[config.mk]
export PLATFORM = sky130hd
export DESIGN_NAME = adc_sar_redundant_reconstruction_flat
export DESIGN_NICKNAME = d
export VERILOG_FILES = /design/src/rtl/adc_sar_redundant_reconstruction_pkg.sv /design/src/rtl/adc_sar_redundant_reconstruction_if.sv /design/src/rtl/adc_sar_weight_regs.sv /design/src/rtl/adder_cla.sv /design/src/rtl/adc_sar_redundant_reconstruction.sv /design/src/flat_wrapper.sv
export SDC_FILE = /design/constraint.sdc
export NUM_CORES = 1
export LEC_CHECK = 0
export ABC_AREA = 1
export BUFFER_PORTS_ARGS = -buffer_cell sky130_fd_sc_hd__buf_2
export CORE_UTILIZATION = 30
export DETAILED_ROUTE_END_ITERATION = 16
export SYNTH_ARGS = -nofsm -noshare
export SYNTH_HDL_FRONTEND = slang
export SYNTH_SLANG_ARGS = --single-unit
export TNS_END_PERCENT = 50
[constraint.sdc]
create_clock -name clk -period 5.9 [get_ports clk]
set_input_delay 0.885 -clock clk [delete_from_list [all_inputs] [get_ports clk]]
set_output_delay 0.885 -clock clk [all_outputs]
set_load 0.1 [all_outputs]
[src/rtl/adc_sar_redundant_reconstruction_pkg.sv]
// Shared FSM encodings and width helpers for the redundant-weight SAR reconstruction block.
package adc_sar_redundant_reconstruction_pkg;

    localparam logic [1:0] R_IDLE = 2'd0;
    localparam logic [1:0] R_CONV = 2'd1;
    localparam logic [1:0] R_DONE = 2'd2;

    // Accumulator width: worst case M * (2^WW - 1) fits in WW+AW+1 bits.
    function automatic int unsigned acc_width(input int unsigned ww, input int unsigned aw);
        return ww + aw + 1;
    endfunction

    // Upper saturation bound of an n-bit output code, 2^n - 1.
    function automatic longint unsigned sat_bound(input int unsigned n);
        return (64'd1 << n) - 64'd1;
    endfunction

endpackage

[src/rtl/adc_sar_redundant_reconstruction_if.sv]
// Comparator / back-end / calibration-port bundle of the SAR reconstruction block.
interface adc_sar_redundant_reconstruction_if #(
    parameter int N  = 8,
    parameter int M  = 8,
    parameter int WW = N + 1,
    parameter int AW = $clog2(M)
);
    logic          start;
    logic          cmp_valid;
    logic          cmp;
    logic          wr_en;
    logic [AW-1:0] wr_addr;
    logic [WW-1:0] wr_data;
    logic          busy;
    logic [N-1:0]  dout;
    logic          dout_valid;
    logic          sat;

    modport master (
        output start, cmp_valid, cmp, wr_en, wr_addr, wr_data,
        input  busy, dout, dout_valid, sat
    );

    modport slave (
        input  start, cmp_valid, cmp, wr_en, wr_addr, wr_data,
        output busy, dout, dout_valid, sat
    );
endinterface

[src/rtl/adc_sar_weight_regs.sv]
// M x WW step-weight register file: one write port, one combinational read port, binary reset weights.
module adc_sar_weight_regs
    import adc_sar_redundant_reconstruction_pkg::*;
#(
    parameter int N  = 8,
    parameter int M  = 8,
    parameter int WW = N + 1,
    parameter int AW = $clog2(M)
) (
    input  logic          clk,
    input  logic          rstb,
    input  logic          wr_en_i,
    input  logic [AW-1:0] wr_addr_i,
    input  logic [WW-1:0] wr_data_i,
    input  logic [AW-1:0] rd_addr_i,
    output logic [WW-1:0] rd_data_o
);
    localparam logic [AW:0] DEPTH = (AW + 1)'(M);

    logic [WW-1:0] w_q [M];
    logic          addr_ok;

    assign addr_ok = ({1'b0, wr_addr_i} < DEPTH);

    for (genvar g = 0; g < M; g++) begin : g_w
        // 2^(N-1) >> g gives 2^(N-1-g) for the binary steps and 0 for the redundant tail.
        localparam logic [WW-1:0] RST_VAL = (WW'(1) << (N - 1)) >> g;

        always_ff @(posedge clk) begin
            if (!rstb) begin
                w_q[g] <= RST_VAL;
            end else if (wr_en_i && addr_ok && (wr_addr_i == AW'(g))) begin
                w_q[g] <= wr_data_i;
            end
        end
    end

    assign rd_data_o = w_q[rd_addr_i];
endmodule

[src/rtl/adder_cla.sv]
// Generic N-bit carry-lookahead adder; each carry is a flat generate/propagate product.
module adder_cla #(
    parameter int N = 8
) (
    input  logic [N-1:0] a_i,
    input  logic [N-1:0] b_i,
    input  logic         cin_i,
    output logic [N-1:0] sum_o
);
    logic [N-2:0] g;
    logic [N-1:0] p;
    logic [N-1:0] cvec;
    logic         gl;
    logic         pl;

    assign g = a_i[N-2:0] & b_i[N-2:0];
    assign p = a_i ^ b_i;

    always_comb begin
        cvec    = '0;
        cvec[0] = cin_i;
        gl      = 1'b0;
        pl      = 1'b0;
        for (int unsigned k = 1; k < N; k++) begin
            gl = 1'b0;
            pl = 1'b1;
            for (int unsigned j = k; j > 0; j--) begin
                gl = gl | (pl & g[j-1]);
                pl = pl & p[j-1];
            end
            cvec[k] = gl | (pl & cin_i);
        end
    end

    assign sum_o = p ^ cvec;
endmodule

[src/rtl/adc_sar_redundant_reconstruction.sv]
// SAR code reconstruction with programmable redundant step weights, saturation and valid pulse.
// Optional signed output offset enabled by defining ADC_SAR_RECON_OFFSET_EN.
module adc_sar_redundant_reconstruction
    import adc_sar_redundant_reconstruction_pkg::*;
#(
    parameter int N  = 8,
    parameter int M  = 8,
    parameter int WW = N + 1,
    parameter int AW = $clog2(M)
) (
    input logic clk,
    input logic rstb,
`ifdef ADC_SAR_RECON_OFFSET_EN
    input logic signed [N:0] offset,
`endif
    adc_sar_redundant_reconstruction_if.slave bus
);
    localparam int              ACCW      = int'(acc_width(WW, AW));
    localparam logic [ACCW-1:0] SAT_MAX   = ACCW'(sat_bound(N));
    localparam logic [AW-1:0]   LAST_STEP = AW'(M - 1);

    logic [1:0]      state_q, state_d;
    logic [AW-1:0]   step_q, step_d;
    logic [ACCW-1:0] acc_q, acc_d;
    logic            last_q, last_d;
    logic            busy_q, busy_d;
    logic [N-1:0]    dout_q, dout_d;
    logic            dout_valid_q, dout_valid_d;
    logic            sat_q, sat_d;

    logic [WW-1:0]   weight;
    logic [ACCW-1:0] addend;
    logic [ACCW-1:0] acc_sum;
    logic [N-1:0]    res_dout;
    logic            res_sat;

    // Weight table is frozen while a conversion is in flight.
    adc_sar_weight_regs #(
        .N (N),
        .M (M),
        .WW(WW),
        .AW(AW)
    ) u_wregs (
        .clk      (clk),
        .rstb     (rstb),
        .wr_en_i  (bus.wr_en & ~busy_q),
        .wr_addr_i(bus.wr_addr),
        .wr_data_i(bus.wr_data),
        .rd_addr_i(step_q),
        .rd_data_o(weight)
    );

    assign addend = bus.cmp ? ACCW'(weight) : '0;

    adder_cla #(
        .N(ACCW)
    ) u_acc_add (
        .a_i  (acc_q),
        .b_i  (addend),
        .cin_i(1'b0),
        .sum_o(acc_sum)
    );

`ifdef ADC_SAR_RECON_OFFSET_EN
    logic signed [ACCW:0] res_s;

    always_comb begin
        res_s    = $signed({1'b0, acc_q}) + $signed({{(ACCW - N){offset[N]}}, offset});
        res_dout = res_s[N-1:0];
        res_sat  = 1'b0;
        if (res_s[ACCW]) begin
            res_dout = '0;
            res_sat  = 1'b1;
        end else if (res_s > $signed({1'b0, SAT_MAX})) begin
            res_dout = '1;
            res_sat  = 1'b1;
        end
    end
`else
    always_comb begin
        res_dout = acc_q[N-1:0];
        res_sat  = 1'b0;
        if (acc_q > SAT_MAX) begin
            res_dout = '1;
            res_sat  = 1'b1;
        end
    end
`endif

    // The final strobe sets last_q; CONV holds one more cycle so DONE outputs land two edges later.
    always_comb begin
        state_d      = state_q;
        step_d       = step_q;
        acc_d        = acc_q;
        last_d       = last_q;
        busy_d       = busy_q;
        dout_d       = dout_q;
        sat_d        = sat_q;
        dout_valid_d = 1'b0;
        case (state_q)
            R_IDLE: begin
                if (bus.start) begin
                    state_d = R_CONV;
                    acc_d   = '0;
                    step_d  = '0;
                    last_d  = 1'b0;
                    busy_d  = 1'b1;
                end
            end
            R_CONV: begin
                if (bus.start) begin
                    acc_d  = '0;
                    step_d = '0;
                    last_d = 1'b0;
                end else if (last_q) begin
                    state_d = R_DONE;
                    last_d  = 1'b0;
                end else if (bus.cmp_valid) begin
                    acc_d = acc_sum;
                    if (step_q == LAST_STEP) begin
                        step_d = '0;
                        last_d = 1'b1;
                    end else begin
                        step_d = step_q + AW'(1);
                    end
                end
            end
            R_DONE: begin
                state_d      = R_IDLE;
                busy_d       = 1'b0;
                dout_d       = res_dout;
                sat_d        = res_sat;
                dout_valid_d = 1'b1;
            end
            default: begin
                state_d = R_IDLE;
                busy_d  = 1'b0;
                step_d  = '0;
                acc_d   = '0;
                last_d  = 1'b0;
            end
        endcase
    end

    always_ff @(posedge clk) begin
        if (!rstb) begin
            state_q      <= R_IDLE;
            step_q       <= '0;
            acc_q        <= '0;
            last_q       <= 1'b0;
            busy_q       <= 1'b0;
            dout_q       <= '0;
            dout_valid_q <= 1'b0;
            sat_q        <= 1'b0;
        end else begin
            state_q      <= state_d;
            step_q       <= step_d;
            acc_q        <= acc_d;
            last_q       <= last_d;
            busy_q       <= busy_d;
            dout_q       <= dout_d;
            dout_valid_q <= dout_valid_d;
            sat_q        <= sat_d;
        end
    end

    assign bus.busy       = busy_q;
    assign bus.dout       = dout_q;
    assign bus.dout_valid = dout_valid_q;
    assign bus.sat        = sat_q;
endmodule

[src/flat_wrapper.sv]
// flat-port wrapper written by rule: the top's interface ports become plain ports
module adc_sar_redundant_reconstruction_flat import adc_sar_redundant_reconstruction_pkg::*;
#(
    parameter int N  = 8,
    parameter int M  = 8,
    parameter int WW = N + 1,
    parameter int AW = $clog2(M)
)
  (clk, rstb, bus_start, bus_cmp_valid, bus_cmp, bus_wr_en, bus_wr_addr, bus_wr_data, bus_busy, bus_dout, bus_dout_valid, bus_sat);
  adc_sar_redundant_reconstruction_if #(.N(N), .M(M), .WW(WW), .AW(AW)) bus_i ();
  input logic clk;
  input logic rstb;
  input wire logic [$bits(bus_i.start)-1:0] bus_start;
  input wire logic [$bits(bus_i.cmp_valid)-1:0] bus_cmp_valid;
  input wire logic [$bits(bus_i.cmp)-1:0] bus_cmp;
  input wire logic [$bits(bus_i.wr_en)-1:0] bus_wr_en;
  input wire logic [$bits(bus_i.wr_addr)-1:0] bus_wr_addr;
  input wire logic [$bits(bus_i.wr_data)-1:0] bus_wr_data;
  output wire logic [$bits(bus_i.busy)-1:0] bus_busy;
  output wire logic [$bits(bus_i.dout)-1:0] bus_dout;
  output wire logic [$bits(bus_i.dout_valid)-1:0] bus_dout_valid;
  output wire logic [$bits(bus_i.sat)-1:0] bus_sat;
  assign bus_i.start = bus_start;
  assign bus_i.cmp_valid = bus_cmp_valid;
  assign bus_i.cmp = bus_cmp;
  assign bus_i.wr_en = bus_wr_en;
  assign bus_i.wr_addr = bus_wr_addr;
  assign bus_i.wr_data = bus_wr_data;
  assign bus_busy = bus_i.busy;
  assign bus_dout = bus_i.dout;
  assign bus_dout_valid = bus_i.dout_valid;
  assign bus_sat = bus_i.sat;
  adc_sar_redundant_reconstruction #(.N(N), .M(M), .WW(WW), .AW(AW)) u_core (.clk(clk), .rstb(rstb), .bus(bus_i));
endmodule
==> results.md <==
- Status: finished clean
- Reg2Reg Capture Point: u_core.acc_q[12]$_SDFFE_PN0P_
- Fraction of registers with async set/reset: 0%
- Layout filler cell count: around 1,600
- N_diodes: 0
- Final layout net count: between 500 and 600
- H-tree levels: 3
- CP Cell Sequence: buf_4 > inv_8 > o21ai_0 > o22ai_1 > o211ai_1 > inv_1 > ha_1 > nand3_1 > nor3_2 > o21ai_1 > nand3_2 > nand2_2 > nand2_4 > nand2_2 > nand2_1 > nand2_1 > nor2_2
- R2r setup slk: 2.64 ns
- Final setup TNS: 0 ns
- P&R area growth vs syn: 13.76%
- Static leakage: between 2 and 2.5 nW
- DRC: 0
- Die area: 0.01679 mm2
- Final setup violation count: 0
- Critical-path cell with the highest stage delay: dfxtp_1
- Pwr Density: 281.1 mW/mm2
- Leading cell type in the layout, fill and taps excluded: nor2_1
- Hold-fix buffers, CTS: 0
- Final wirelength: between 10,000 and 15,000 um
- Height of the die: approximately 130 um
- Initial drt markers: 336
- Antenna violations before repair: 0
- Critical path class: reg -> reg
- GRT met2 Usage: between 20 and 25%
- Worst Path Required: 6.15 ns
- Post-synth EDFFs: 72
- Crit path buf inv count: 3
- Avg WL per Cell: 14.78 um
- Area occupied by multi-input gates: 0.001762 mm2
- Ys Warns: 0
- Worst-Skew Late Latency: 0.36 ns
- Layout cells sized above 1: 12.35%
- Final std cells w/o fill: 783
- CP max stage delay: 0.76 ns
- Max Transition Viols Final: 0
- Port bufs: 28
- First-pass GRT wire length: 18,620 um
- Yosys reg bits: between 100 and 150
- FMAX: 0.3066 GHz
- Startpoint types: flip-flop
- Worst Hold Class: reg -> reg
- Site row count: 46
- Vias in the first global route: 3,512
- RePlAce Congestion: approximately 0.85
- CTS tree: built
- Sequential share of the synthesized area: 57.80%
- Most frequent cells in the layout: nor2_1 (134), edfxtp_1 (72), nand2_1 (65), inv_1 (52), o21ai_0 (52)
- Hold slack: 0.4559 ns
- Levels on crit path: 17
- Num CTS Buffers: 9
- Syn Area/Cell: 9.094 um2
- Initial DRT Pass Iterations: 5
- Sequential cell area: 0.002823 mm2
- Delay-heaviest family, CP: compound AO/OA/AOI/OAI gates
- Max-cap viol count: 0
- Crit path to: u_core.acc_q[12]$_SDFFE_PN0P_
- CTS sink cnt: 105
- Slew headroom: 14.40%
- Clock skew: approximately 0.011 ns
- Vias: 3,747
- Crit Path Max Fanout: 36
- Dominant synthesized flop cell: edfxtp_1
- Syn Inst Count: roughly 540
- Largest net degree at the start of global routing: 37
- GRT Util Overall: 15.06%
- Clk slew on worst S/H paths: approximately 0.07 ns
- Global routing's busiest layer: met2
- Total grt overflow: 0
- Area of the mapped netlist: about 0.0049 mm2
- Worst Reg-to-Reg Cells: 17
- Avg Vias per Cell: 4.785
- Placed insts: 766
- Initial Utilization: 30.74%
- CP Capture Type: flip-flop
- WHS Path Cells: 1
- Met1 GRT Util: between 20 and 25%
- CTS max path bufs: 2
- RSZ-0062 raised after global routing: no
- Post-CTS Setup Repair Bufs: 0
- Post-Syn Nets: around 570
- Antenna-violating nets left: 0
- Post-route clock period utilization: between 50% and 60%
- VDD IR max: 178.1 uV
- Synth cell types: 35
- Resize count post-CTS: 0
- Detail Placement HPWL: a little over 8000 um
- Chip Width: 129.6 um
- CP Data Arrival Time: 3.51 ns
- Core area: 0.01589 mm2
- Number of I/O pins: 29
- Worst-Margin Slew: 1.271 ns
- Grt met3 use: 5.037%
- Root buffer cell: clkbuf_16
- Fin crit period: between 3 and 4 ns
- Final hold viol count: 0
synth_stat cells (2+ instances only):
cell type  count  area [um2]
clkbuf_1      13       48.80
buf_6          2       22.52
a31oi_1        7       43.79
edfxtp_1      72        2162
o21ai_0       52       260.3
nand2_2        6       37.54
inv_1         52       195.2
mux2i_1        3       30.03
o22ai_1        8       50.05
a21oi_1       31       155.2
buf_2          2       10.01
nor3_1         7       35.03
nand2_1       65       244.0
dfxtp_1       33       660.6
nand3_1       16       80.08
ha_1          10       125.1
nor2_1       134       503.0
or2_2          2       12.51
nand3_2        6       60.06
power by group:
group	total (mW)	leakage, nW	switching [mW]	internal [mW]
combinational	0.105	1.07	0.0774	0.0272
clock	0.635	0.156	0.294	0.341
sequential	0.822	0.990	0.0121	0.810
cell type report:
class                   count  area share [%]
well taps                 216           4.865
repair buffers             32           3.018
inverters                  54           3.784
clock buffers               9           4.054
clock inverters             7           1.757
flip-flops and latches    105           50.81
multi-input cells         360           31.71
registers in the layout (all words and copies together), names as in the netlist, named ones only:
register               flops
u_core.acc_q              13
u_core.bus.busy            1
u_core.bus.dout            8
u_core.bus.dout_valid      1
u_core.bus.sat             1
u_core.last_q              1
u_core.state_q             2
u_core.step_q              3
u_core.u_wregs.w_q        72
metrics by stage:
step | cell area [um2] | power [mW] | setup WS (ns) | util (%)
floorplan | 4883 | 0.9038 | 3.346 | -
global placement | 5228 | 0.9400 | 2.763 | 32.91
detailed placement | 5228 | 0.9425 | 2.666 | 32.91
CTS | 5550 | 1.575 | 2.641 | 34.94
global route | 5555 | 1.619 | 2.263 | 34.97
finish | 5555 | 1.561 | 2.639 | 34.97
worst min path at each step:
stage                                    from                      endpoint
4_1_cts        u_core.state_q[1]$_SDFFE_PN0P_  u_core.bus.busy$_SDFFE_PN0P_
3_5_place_dp   u_core.state_q[1]$_SDFFE_PN0P_  u_core.bus.busy$_SDFFE_PN0P_
2_1_floorplan  u_core.state_q[1]$_SDFFE_PN0P_  u_core.bus.busy$_SDFFE_PN0P_
6_report       u_core.state_q[1]$_SDFFE_PN0P_  u_core.bus.busy$_SDFFE_PN0P_
5_1_grt        u_core.state_q[1]$_SDFFE_PN0P_  u_core.bus.busy$_SDFFE_PN0P_
3_3_place_gp   u_core.state_q[1]$_SDFFE_PN0P_  u_core.bus.busy$_SDFFE_PN0P_
routing by layer:
metal  vias to the layer above  share of wire, %
li1                       1852                 -
met1                      1754                47
met2                       126                44
met3                        15               8.1
met4                         0               1.7
met5                         -                 0
kinds of logic (layout without fill, tap and decap cells):
kind of cell / count (synthesis) / in the layout / share of synthesized area, %
adders and majority gates: 11 / 11 / 2.972
AOI/OAI and AO/OA: 104 / 104 / 11.43
xor gates and xnor gates: 1 / 1 / 0.1794
muxes: 3 / 3 / 0.6149
and+or+nand+nor: 241 / 241 / 20.88
buffers and inverters: 72 / 102 / 6.124
DFF: 105 / 105 / 57.80
No activity file was read; power rests on OpenSTA's default activity.
